===== src/rtl/program_loader_pkg.sv =====
// Shared definitions for the UART program loader: default sizes and the loader state enum.
package program_loader_pkg;

    localparam int INST_WIDTH_DEFAULT     = 32;
    localparam int INST_MEM_WIDTH_DEFAULT = 14;

    typedef enum logic [2:0] {
        IDLE,
        HEADER,
        LOAD,
        CHECK,
        DONE,
        ERROR
    } loader_state_t;

endpackage


===== src/rtl/program_loader.sv =====
// Assembles a UART byte stream (count header + big-endian words) into instruction memory writes.
// Optional trailing-checksum verification is enabled by defining LOADER_CHECKSUM_EN.
module program_loader
    import program_loader_pkg::*;
#(
    parameter int INST_WIDTH     = INST_WIDTH_DEFAULT,
    parameter int INST_MEM_WIDTH = INST_MEM_WIDTH_DEFAULT
) (
    input  logic                  clk,
    input  logic                  reset,
    input  logic                  rx_valid,
    input  logic [7:0]            rx_data,
    output logic [INST_WIDTH-1:0] inst_out,
    output logic                  we,
    output logic                  reset_pc,
    output logic                  stall,
    output logic                  loaded,
    output logic                  error
);

    localparam int BYTES = INST_WIDTH / 8;
    localparam int CNT_W = (BYTES > 1) ? $clog2(BYTES) : 1;
    localparam logic [CNT_W-1:0] LAST_BYTE = CNT_W'(BYTES - 1);
    localparam logic [INST_WIDTH:0] MAX_WORDS = (INST_WIDTH + 1)'(1) << INST_MEM_WIDTH;
    localparam logic [INST_MEM_WIDTH:0] ONE_WORD = (INST_MEM_WIDTH + 1)'(1);

    loader_state_t           state;
    loader_state_t           next_state;
    logic [INST_WIDTH-1:0]   word_reg;
    logic [INST_WIDTH-1:0]   shifted;
    logic [CNT_W-1:0]        byte_cnt;
    logic [CNT_W-1:0]        next_cnt;
    logic [INST_MEM_WIDTH:0] remaining;
    logic                    last_byte;
    logic                    last_we;
`ifdef LOADER_CHECKSUM_EN
    logic [7:0]              sum;
`endif

    assign shifted   = (word_reg << 8) | INST_WIDTH'(rx_data);
    assign last_byte = (byte_cnt == LAST_BYTE);
    assign next_cnt  = last_byte ? '0 : byte_cnt + CNT_W'(1);
    assign last_we   = we && (remaining == ONE_WORD);

    assign stall  = ((state == HEADER) || (state == LOAD) || (state == CHECK)) && !we;
    assign loaded = (state == DONE);
    assign error  = (state == ERROR);

    always_ff @(posedge clk) begin
        if (reset) begin
            state <= IDLE;
        end else begin
            state <= next_state;
        end
    end

    // A byte arriving alongside the final we is the checksum byte, so it is judged right away.
    always_comb begin
        next_state = state;
        reset_pc   = 1'b0;
        case (state)
            IDLE: begin
                if (rx_valid) begin
                    next_state = HEADER;
                    reset_pc   = 1'b1;
                end
            end
            HEADER: begin
                if (rx_valid && last_byte) begin
                    if ({1'b0, shifted} > MAX_WORDS) begin
                        next_state = ERROR;
                    end else if (shifted == '0) begin
`ifdef LOADER_CHECKSUM_EN
                        next_state = CHECK;
`else
                        next_state = DONE;
`endif
                    end else begin
                        next_state = LOAD;
                    end
                end
            end
            LOAD: begin
                if (last_we) begin
`ifdef LOADER_CHECKSUM_EN
                    if (rx_valid) begin
                        next_state = (rx_data == sum) ? DONE : ERROR;
                    end else begin
                        next_state = CHECK;
                    end
`else
                    next_state = DONE;
`endif
                end
            end
`ifdef LOADER_CHECKSUM_EN
            CHECK: begin
                if (rx_valid) begin
                    next_state = (rx_data == sum) ? DONE : ERROR;
                end
            end
`endif
            default: next_state = state;
        endcase
        if (reset) begin
            reset_pc = 1'b0;
        end
    end

    always_ff @(posedge clk) begin
        if (reset) begin
            word_reg  <= '0;
            byte_cnt  <= '0;
            remaining <= '0;
            inst_out  <= '0;
            we        <= 1'b0;
`ifdef LOADER_CHECKSUM_EN
            sum       <= '0;
`endif
        end else begin
            we <= 1'b0;
            if (we) begin
                remaining <= remaining - ONE_WORD;
            end
            case (state)
                IDLE, HEADER: begin
                    if (rx_valid) begin
                        word_reg <= shifted;
                        byte_cnt <= next_cnt;
                        if (state == HEADER && last_byte) begin
                            remaining <= shifted[INST_MEM_WIDTH:0];
                        end
                    end
                end
                LOAD: begin
                    if (rx_valid && !last_we) begin
                        word_reg <= shifted;
                        byte_cnt <= next_cnt;
`ifdef LOADER_CHECKSUM_EN
                        sum      <= sum + rx_data;
`endif
                        if (last_byte) begin
                            inst_out <= shifted;
                            we       <= 1'b1;
                        end
                    end
                end
                default: ;
            endcase
        end
    end

endmodule


===== config.mk =====
export PLATFORM = sky130hd
export DESIGN_NAME = program_loader
export DESIGN_NICKNAME = d
export VERILOG_FILES = /design/src/rtl/program_loader_pkg.sv /design/src/rtl/program_loader.sv
export SDC_FILE = /design/constraint.sdc
export NUM_CORES = 1
export LEC_CHECK = 0
export CELL_PAD_IN_SITES_DETAIL_PLACEMENT = 1
export CELL_PAD_IN_SITES_GLOBAL_PLACEMENT = 1
export CORE_ASPECT_RATIO = 0.6
export CORE_MARGIN = 5
export CORE_UTILIZATION = 41
export DETAILED_ROUTE_END_ITERATION = 12
export GPL_ROUTABILITY_DRIVEN = 0
export PLACE_DENSITY_LB_ADDON = 0.1
export REMOVE_ABC_BUFFERS = 1
export SLEW_MARGIN = 20
export SYNTH_ARGS = -nofsm -noshare
export SYNTH_HDL_FRONTEND = slang
export SYNTH_SLANG_ARGS = --single-unit
export TNS_END_PERCENT = 30

===== constraint.sdc =====
create_clock -name clk -period 2.38 [get_ports clk]
set_input_delay 0.595 -clock clk [delete_from_list [all_inputs] [get_ports clk]]
set_output_delay 0.595 -clock clk [all_outputs]
set_load 0.1 [all_outputs]

Word level (Yosys, flattened, before mapping)
Index checks and enable logic that the tools add are counted.
{ "word_totals": {"reg_bits": 77, "output_inout_bits": 37, "word_cells": 63, "inputBits": 11} }
{ "classes": {"reduce_logical": 18, "mux": 21, "n_eq_ne": 12, "bitwise": 3, "magnitude_cmp": 1, "n_addsub": 2} }
{ "op_table": {"columns": ["operator", "n"], "rows": [
  ["$mux 15", 4],
  ["$mux 24", 2],
  ["$pmux 24 s2", 1],
  ["$gt 32x15->1 const B", 1],
  ["$logic_not 32->1", 1],
  ["$or 32x8->32", 1],
  ["$eq 15x1->1 const B", 1],
  ["$mux 3", 5],
  ["$sub 15x1->15 const B", 1],
  ["$pmux 3 s3", 1],
  ["$ne 2x2->1 const B", 4],
  ["$eq 3x2->1 const B", 2],
  ["$eq 3x3->1 const B", 2],
  ["$mux 2", 3],
  ["$reduce_and 3->1", 2],
  ["$logic_and 1x1->1", 5],
  ["$mux 1", 4],
  ["$pmux 2 s2", 1],
  ["$reduce_and 4->1", 1],
  ["$eq 3x1->1 const B", 1],
  ["$logic_not 3->1", 1],
  ["$reduce_bool 3->1", 1],
  ["$reduce_or 3->1", 1],
  ["$add 2x1->2 const B", 1],
  ["7 further kinds", 10]
]} }

Longest topological paths before layout
Gate-level depths: netlist (run 1).
{ "depth": {"word_depth": 6, "depth_mapped": 8, "depth_no_buf": 6} }

Worst setup path after synthesis (run 1)
Ideal clock, no wire load.
{ "synth_path": {"path_kind": "input port to output port", "startpoint": "in rx_valid", "endpoint": "out reset_pc", "required_ns": 1.785, "cell_stages": 3, "path_buffers": 1, "arrival_ns": 3.761, "slack_ns": -1.976, "cell_sequence": "clkbuf_1 nand2b_1 nor4_1"} }
{ "synth_between": {"elab_chain_len": 3} }
{ "synth_rtl": {"columns": ["element", "line_no", "rtl"], "rows": [
  ["start: declaration", "program_loader.sv:11", "input logic rx_valid,"],
  ["$mux 1", "program_loader.sv:63", "if (rx_valid) begin"],
  ["$mux 1", "program_loader.sv:61", "case (state)"],
  ["$mux 1", "program_loader.sv:105", "if (reset) begin"],
  ["end: declaration", "program_loader.sv:15", "output logic reset_pc,"]
]} }
Every way passes these cells.

Worst setup path in the final report (run 1)
Same ends and word-level chain as after synthesis.

==> results of run 1 <==
[cell usage after synthesis (all sizes together), types with 3 or more instances]
master	count	area, sq um
a211oi	11	87.58
a21oi	3	15.01
and3	3	18.77
buf	7	46.29
clkbuf	15	56.30
dfxtp	77	1541
ha	3	37.54
inv	5	18.76
mux2i	57	570.6
nand2	71	266.5
nand3	6	30.03
nand4	4	25.02
nor2	22	82.58
nor3	4	20.02
nor3b	4	35.03
nor4	10	62.56
o211ai	4	30.03
or3	3	18.77
xor2	8	70.07
[worst min-delay path, stage by stage, from the launching register on]
cell and delay [ps]:
dfxtp_1 310, nand2_1 50, mux2i_1 50
[report_power, final]
part           leakage, nW  internal [W]  switching (W)
Clock                0.167       0.00105       0.000527
Combinational        0.919     0.0000826       0.000125
Sequential           0.623       0.00131      0.0000193
Total                 1.71       0.00245       0.000671
[metal layers]
metal  GRT usage (%)  up-vias  part of all wire, %
met5               0        -                    0
met4           5.460        0                  1.1
met3           6.217       10                  4.5
met2           29.22       57                   43
met1           27.19     1334                   51
li1                -     1356                    -
[per-stage QoR]
step / setup slack (ps) / area [sq um] / TNS, ps / std cells
final: 130.2 / 4295 / 0 / 516
after global routing: 31.31 / 4295 / 0 / 516
after CTS: 116.0 / 4295 / 0 / 516
after detailed placement: -71.20 / 3954 / -71.20 / 500
after global placement: -50.67 / 3954 / -50.67 / 500
after floorplan: -1692 / 3213 / -28440 / 328
[path summary, 6_finish.rpt]
path | from | to | slack (ps)
worst max register to register | remaining[9]$_SDFF_PP0_ | remaining[14]$_SDFF_PP0_ | 170
worst min register to register | inst_out[12]$_SDFFE_PP0P_ | inst_out[12]$_SDFFE_PP0P_ | 460
worst max-delay path | rx_valid | reset_pc | 130
worst min-delay path | inst_out[12]$_SDFFE_PP0P_ | inst_out[12]$_SDFFE_PP0P_ | 460
[layout make-up]
cell class                      count  area (sq um)
Clock inverter                      4         95.09
Clock buffer                       12         246.5
Multi-Input combinational cell    246          1653
Sequential cell                    77          1541
Fill cell                         890          3587
Timing Repair Buffer               64         605.6
Inverter                            5         18.77
Tap cell                          108         135.1
[cells by family after synthesis]
family	after synthesis	synth area share, %
AOI/OAI and AO/OA	36	8.830
adders and majority gates	3	1.132
and+or+nand+nor	139	19.70
muxes	58	17.55
buffers and inverters	27	3.660
xor gates and xnor gates	10	2.642
DFF	77	46.49
==> flow_summary.ini, run 1 <==
[worst_setup_path]
critPathLaunchType = input port
crit_path_max_fanout = 2
slowest_delay_ps = 490
cp_cell_sequence = clkdlybuf4s50_1 -> nand2b_1 -> nor4_1 -> buf_4 -> buf_12
crit_buf_inv = 3
cpLargestDelayFamily = buffers and inverters
cp.required_ps = 1780
worstRegToRegCells = 4
end_kind = primary output
path_depth = 5
cp.arrival_ps = 1650
slowest_stage = clkdlybuf4s50_1
crit_type = in2out

[global_routing]
track_usage_pct = 19.57
grt_pass1_vias = 2863
grt_max_degree = 61
gr-total-overflow = 0
grt_pass1_wl_um = 15160
antenna_found_initial = 0

[detailed_routing]
via_per_inst = 5.343
drtAntennaViolNets = 0
drtIter0Drc = 145
wire_per_inst_um = 17.61
drc = 0
vias = 2757
wl_um = 9087
first_pass_iters = 4

[cts]
cts_root_buf = clkbuf_16
clockBufferDepth = 2
cts-resized-gates = 0
clk_transition_reported_paths_ps = 60
cts.sinks = 77
clock_latency_ps = 340
cts_made_buffers = 9
post_cts_buffers = 0
hold_buffers = 0
cts_tree = yes
htree_levels = 3

[sta]
min_period_ps = 2250
slew_headroom_pct = 59.00
setup_viol = 0
hold_slack_ps = 461.3
rsz0062_at_grt = false
max_freq_ghz = 0.4445
slew_viol_final = 0
worst_pin_slew_ps = 613.6
skew_ps = 5.517
hold_violations = 0
post-route-period-util_pct = 94.53

[place]
dp_hpwl_um = 6293
io_buffers = 47

[floorplanning]
die_area_sq_um = 10040
rows = 25
die_w_um = 126.1
fp.dieH_um = 79.66
ios = 48
start_util_pct = 42.06
core_sq_um = 7883

[layout]
area_delta_synth_final_pct = 29.55
fin_util_pct = 54.49
num-nets-final = 417
n_antenna_cell = 0
largest_reg_flops = 32
drive_gt1_share_pct = 18.14
final_common_cell = dfxtp_1
mostFrequentLayoutCells = dfxtp_1, nand2_1, mux2i_1

[job]
maxCapViolCount = 0

[worst_hold_path]
min_path_type = reg2reg
hold_depth = 2

[pwr]
powerDensity_nw_per_um2 = 725.8
power.leakage_nw = 1.709
p_total_w = 0.003118
irDropWorstVdd_mv = 0.4566

[yosys]
netlist_area_sq_um = 3316
synth_edf_count = 0
ys_ff_latch = 77
yosysSeqAreaShare_pct = 46.49
ys_types = 49
synth_warnings = 0
synth_cells = 350
syn_avg_cell_area_sq_um = 9.473
synth-async-reset-ratio_pct = 0
synth_ff_type = dfxtp_1

[status]
status = complete, no violations
(Power assumes the default switching activity.)
==> run 2, diff against run 1 <==
--- a/config.mk
+++ b/config.mk
@@ -10,6 +10,7 @@
 export CORE_ASPECT_RATIO = 0.6
 export CORE_MARGIN = 5
 export CORE_UTILIZATION = 41
+export CTS_BUF_LIST = sky130_fd_sc_hd__clkbuf_16
 export DETAILED_ROUTE_END_ITERATION = 12
 export GPL_ROUTABILITY_DRIVEN = 0
 export PLACE_DENSITY_LB_ADDON = 0.1
@@ -18,4 +19,3 @@
 export SYNTH_ARGS = -nofsm -noshare
 export SYNTH_HDL_FRONTEND = slang
 export SYNTH_SLANG_ARGS = --single-unit
-export TNS_END_PERCENT = 30
==> flow_summary.ini, run 2 (same netlist as run 1, synthesis figures left out) <==
[status]
status = complete, no violations

[worst_setup_path]
end_kind = primary output
crit_type = in2out
critPathLaunchType = input port
cp.required_ps = 1780
worstRegToRegCells = 4
cp.arrival_ps = 1650
crit_path_max_fanout = 2

[cts]
clock_latency_ps = 340
cts_tree = yes
clk_transition_reported_paths_ps = 60
cts.sinks = 77
cts_root_buf = clkbuf_16
cts_made_buffers = 9
post_cts_buffers = 0
htree_levels = 3
hold_buffers = 0
cts-resized-gates = 0
clockBufferDepth = 2

[layout]
n_antenna_cell = 0
fin_util_pct = 54.37
area_delta_synth_final_pct = 29.25
drive_gt1_share_pct = 17.89
stdcell_count = 516
final_common_cell = dfxtp_1
largest_reg_flops = 32
num-nets-final = 417
mostFrequentLayoutCells = dfxtp_1, nand2_1, mux2i_1

[floorplanning]
die_w_um = 126.1
ios = 48
start_util_pct = 42.06
rows = 25
fp.dieH_um = 79.66
core_sq_um = 7883
die_area_sq_um = 10040

[worst_hold_path]
min_path_type = reg2reg
hold_depth = 2

[detailed_routing]
drtIter0Drc = 137
vias = 2771
drc = 0
first_pass_iters = 4
via_per_inst = 5.370
drtAntennaViolNets = 0
wl_um = 9079
wire_per_inst_um = 17.59

[pwr]
p_int_w = 0.002406
irDropWorstVdd_mv = 0.4571
power_frac_comb_pct = 6.7
clockPowerShare_pct = 50.0
power.leakage_nw = 1.711
p_total_w = 0.003078
powerDensity_nw_per_um2 = 718.2
p_switching_w = 0.0006722
seqPwrFrac_pct = 43.3
swShare_pct = 21.84

[sta]
setup_viol = 0
slew_headroom_pct = 59.05
rsz0062_at_grt = false
slew_viol_final = 0
max_freq_ghz = 0.4445
worst_pin_slew_ps = 612.9
skew_ps = 6.726
min_period_ps = 2250
post-route-period-util_pct = 94.53
hold_violations = 0
fin_ws_ps = 130.2

[global_routing]
grt_pass1_wl_um = 15140
grt_max_degree = 61
track_usage_pct = 19.55
grt_pass1_vias = 2868
antenna_found_initial = 0
gr-total-overflow = 0

[place]
io_buffers = 47
dp_slack_ps = -71.20
place_inst = 500
dp_hpwl_um = 6293

[job]
maxCapViolCount = 0
## run 2: cell count changes in the layout (fill, tap and decap cells not counted), sizes merged
cell    previous run  this run
inv                5         7
clkbuf            12         9
clkinv             1         2
## run 2: worst max-delay path: stages
cell	delay, ps
clkdlybuf4s50_1	490
nand2b_1	80
nor4_1	170
buf_4	160
buf_12	160
## run 2: layout make-up
type / instances / area, sq um
sequential: 77 / 1541
fill: 895 / 3597
clock inverter: 7 / 106.4
multi-input combinational: 246 / 1653
tap: 108 / 135.1
inverter: 5 / 18.77
timing repair buffer: 64 / 605.6
clock buffer: 9 / 225.2
## run 2: layer usage
layer	vias to the layer above	global-route usage [%]	part of all wire, %	wire length [um]
met4	0	5.460	1.2	105
met3	12	6.217	5.0	450
met1	1338	27.19	51	4639
met2	65	29.16	43	3884
met5	-	0	0	0
li1	1356	-	-	-
## run 2: power by group through the flow
| stage | Combinational, W | Clock, W | Sequential [W] |
|---|---|---|---|
| 5_1_grt | 0.000224 | 0.00163 | 0.00133 |
| 6_report | 0.000208 | 0.00154 | 0.00133 |
| 4_1_cts | 0.000210 | 0.00156 | 0.00133 |
| 2_1_floorplan | 0.000112 | 0 | 0.00135 |
| 3_5_place_dp | 0.000207 | 0 | 0.00136 |
| 3_3_place_gp | 0.000206 | 0 | 0.00136 |
## run 2: stage by stage
step                hold WS [ps]  instance area [sq um]  TNS [ps]
finish                     461.3                   4285         0
CTS                        462.3                   4285         0
global route               477.4                   4285         0
detailed placement         450.0                   3954    -71.20
floorplan                  441.7                   3213    -28440
global placement           443.4                   3954    -50.67
## run 2: final timing paths
kind                             start                   endpoint  slack (ps)
max                           rx_valid                   reset_pc         130
min          inst_out[12]$_SDFFE_PP0P_  inst_out[12]$_SDFFE_PP0P_         460
max reg2reg    remaining[9]$_SDFF_PP0_   remaining[14]$_SDFF_PP0_         170
min reg2reg  inst_out[12]$_SDFFE_PP0P_  inst_out[12]$_SDFFE_PP0P_         460
==> run 3, diff against run 2 <==
--- a/config.mk
+++ b/config.mk
@@ -5,11 +5,12 @@
 export SDC_FILE = /design/constraint.sdc
 export NUM_CORES = 1
 export LEC_CHECK = 0
+export ABC_AREA = 1
 export CELL_PAD_IN_SITES_DETAIL_PLACEMENT = 1
 export CELL_PAD_IN_SITES_GLOBAL_PLACEMENT = 1
-export CORE_ASPECT_RATIO = 0.6
+export CORE_ASPECT_RATIO = 0.8
 export CORE_MARGIN = 5
-export CORE_UTILIZATION = 41
+export CORE_UTILIZATION = 39
 export CTS_BUF_LIST = sky130_fd_sc_hd__clkbuf_16
 export DETAILED_ROUTE_END_ITERATION = 12
 export GPL_ROUTABILITY_DRIVEN = 0
==> flow_summary.ini, run 3 <==
[status]
status = complete, no violations

[floorplanning]
core_sq_um = 8960
start_util_pct = 39.49
ios = 48
die_w_um = 116.5
rows = 31
fp.dieH_um = 95.20
die_area_sq_um = 11090

[yosys]
yosysSeqAreaShare_pct = 43.56
synth_edf_count = 0
synth_ff_type = dfxtp_1
synth_cells = 509
synth.most_common_cell = nand2_1
ys_types = 36
ys_ff_latch = 77
synthTopCellsByArea = dfxtp_1, nand2_1, a21oi_1
synth_top_cells_by_count = nand2_1, dfxtp_1, a21oi_1, nor2_1, inv_1
synth_top_area_share_pct = 43.56
syn_avg_cell_area_sq_um = 6.952
synth.largest_area_cell = dfxtp_1
synth_warnings = 0
synth-async-reset-ratio_pct = 0
netlist_area_sq_um = 3538

[worst_hold_path]
min_path_type = reg2reg

[sta]
slew_viol_final = 0
setup_viol = 0
min_period_ps = 2192
skew_ps = 6.030
worst_pin_slew_ps = 601.3
hold_violations = 0
fin_ws_ps = 188.4
post-route-period-util_pct = 92.08
max_freq_ghz = 0.4563
rsz0062_at_grt = false
slew_headroom_pct = 59.67
finalSetupTns_ps = 0

[detailed_routing]
drc = 0
first_pass_iters = 4
vias = 3341
wl_um = 10090
via_per_inst = 5.017
drtIter0Drc = 155
drtAntennaViolNets = 0
wire_per_inst_um = 15.15

[pwr]
irDropWorstVdd_mv = 0.3858
power.leakage_nw = 1.869
powerDensity_nw_per_um2 = 750.0

[place]
dp_slack_ps = 81.59
io_buffers = 47
dp_hpwl_um = 7226
place_inst = 651

[layout]
largest_reg_flops = 32
mostFrequentLayoutCells = nand2_1, dfxtp_1, a21oi_1
n_antenna_cell = 0
area_delta_synth_final_pct = 22.60
stdcell_count = 666
final_common_cell = nand2_1
drive_gt1_share_pct = 13.79
num-nets-final = 561
fin_util_pct = 48.42

[job]
maxCapViolCount = 0

[worst_setup_path]
end_kind = primary output
crit_path_max_fanout = 3
crit_type = in2out
cp.arrival_ps = 1600
critPathLaunchType = input port
cp.required_ps = 1780

[global_routing]
grt_pass1_wl_um = 16700
grt_pass1_vias = 3382
grt_max_degree = 53
antenna_found_initial = 0
gr-total-overflow = 0
track_usage_pct = 19.28

[cts]
clock_latency_ps = 330
cts_tree = yes
cts_made_buffers = 9
cts_root_buf = clkbuf_16
clk_transition_reported_paths_ps = 60
post_cts_buffers = 0
htree_levels = 3
cts.sinks = 77
clockBufferDepth = 2
==> run 3: kinds of logic after synthesis <==
kind of cell / share of synthesized area, %
AO/OA/AOI/OAI: 15.20
XOR/XNOR: 1.238
adder cells (fa/ha/maj): 1.061
buffers and inverters: 10.43
flip-flops: 43.56
multiplexers: 0.2829
AND/OR/NAND/NOR: 28.22
==> run 3: routing by layer <==
layer  vias to the layer above  GRT usage (%)  wire, um
li1                       1698              -         -
met1                      1577          26.50      5015
met2                        52          29.95      4495
met3                        14          4.505       449
met4                         0          6.087       128
met5                         -              0         0
==> run 3: stage by stage <==
step           hold slack [ps]  cell area, sq um  power, W
6_report                 466.1              4338  0.003254
2_1_floorplan            439.7              3383  0.001681
3_3_place_gp             452.3              4030  0.001843
5_1_grt                  486.0              4338  0.003405
3_5_place_dp             460.4              4030  0.001854
4_1_cts                  469.9              4335  0.003298
==> run 3: path summary, 6_finish.rpt <==
kind,startpoint,slack [ps],to,depth (start not counted)
min,inst_out[30]$_SDFFE_PP0P_,470,inst_out[30]$_SDFFE_PP0P_,2
min reg2reg,inst_out[30]$_SDFFE_PP0P_,470,inst_out[30]$_SDFFE_PP0P_,2
max reg2reg,remaining[1]$_SDFF_PP0_,490,inst_out[0]$_SDFFE_PP0P_,9
max,reset,190,reset_pc,3
==> run 3: cell type report <==
| class | count | area (sq um) |
|---|---|---|
| Tap cell | 115 | 143.9 |
| Fill cell | 1161 | 4622 |
| Inverter | 57 | 214.0 |
| Timing Repair Buffer | 56 | 503.0 |
| Clock buffer | 9 | 225.2 |
| Clock inverter | 6 | 80.08 |
| Sequential cell | 77 | 1541 |
| Multi-Input combinational cell | 346 | 1630 |
==> run 3: critical path, stage by stage <==
cell,delay (ps)
clkdlybuf4s50_1,500
nor2_2,280
buf_12,210
==> run 3: where the power goes <==
group          switching, W  leakage (nW)  internal [W]
registers         0.0000569         0.626       0.00134
logic              0.000278          1.09      0.000148
clock network      0.000526         0.150      0.000903
==> run 3: repair_timing <==
action | in CTS | in global routing
resized for setup | 0 | 1
hold buffers | 0 | 0
setup endpoints to repair | 0 | 1
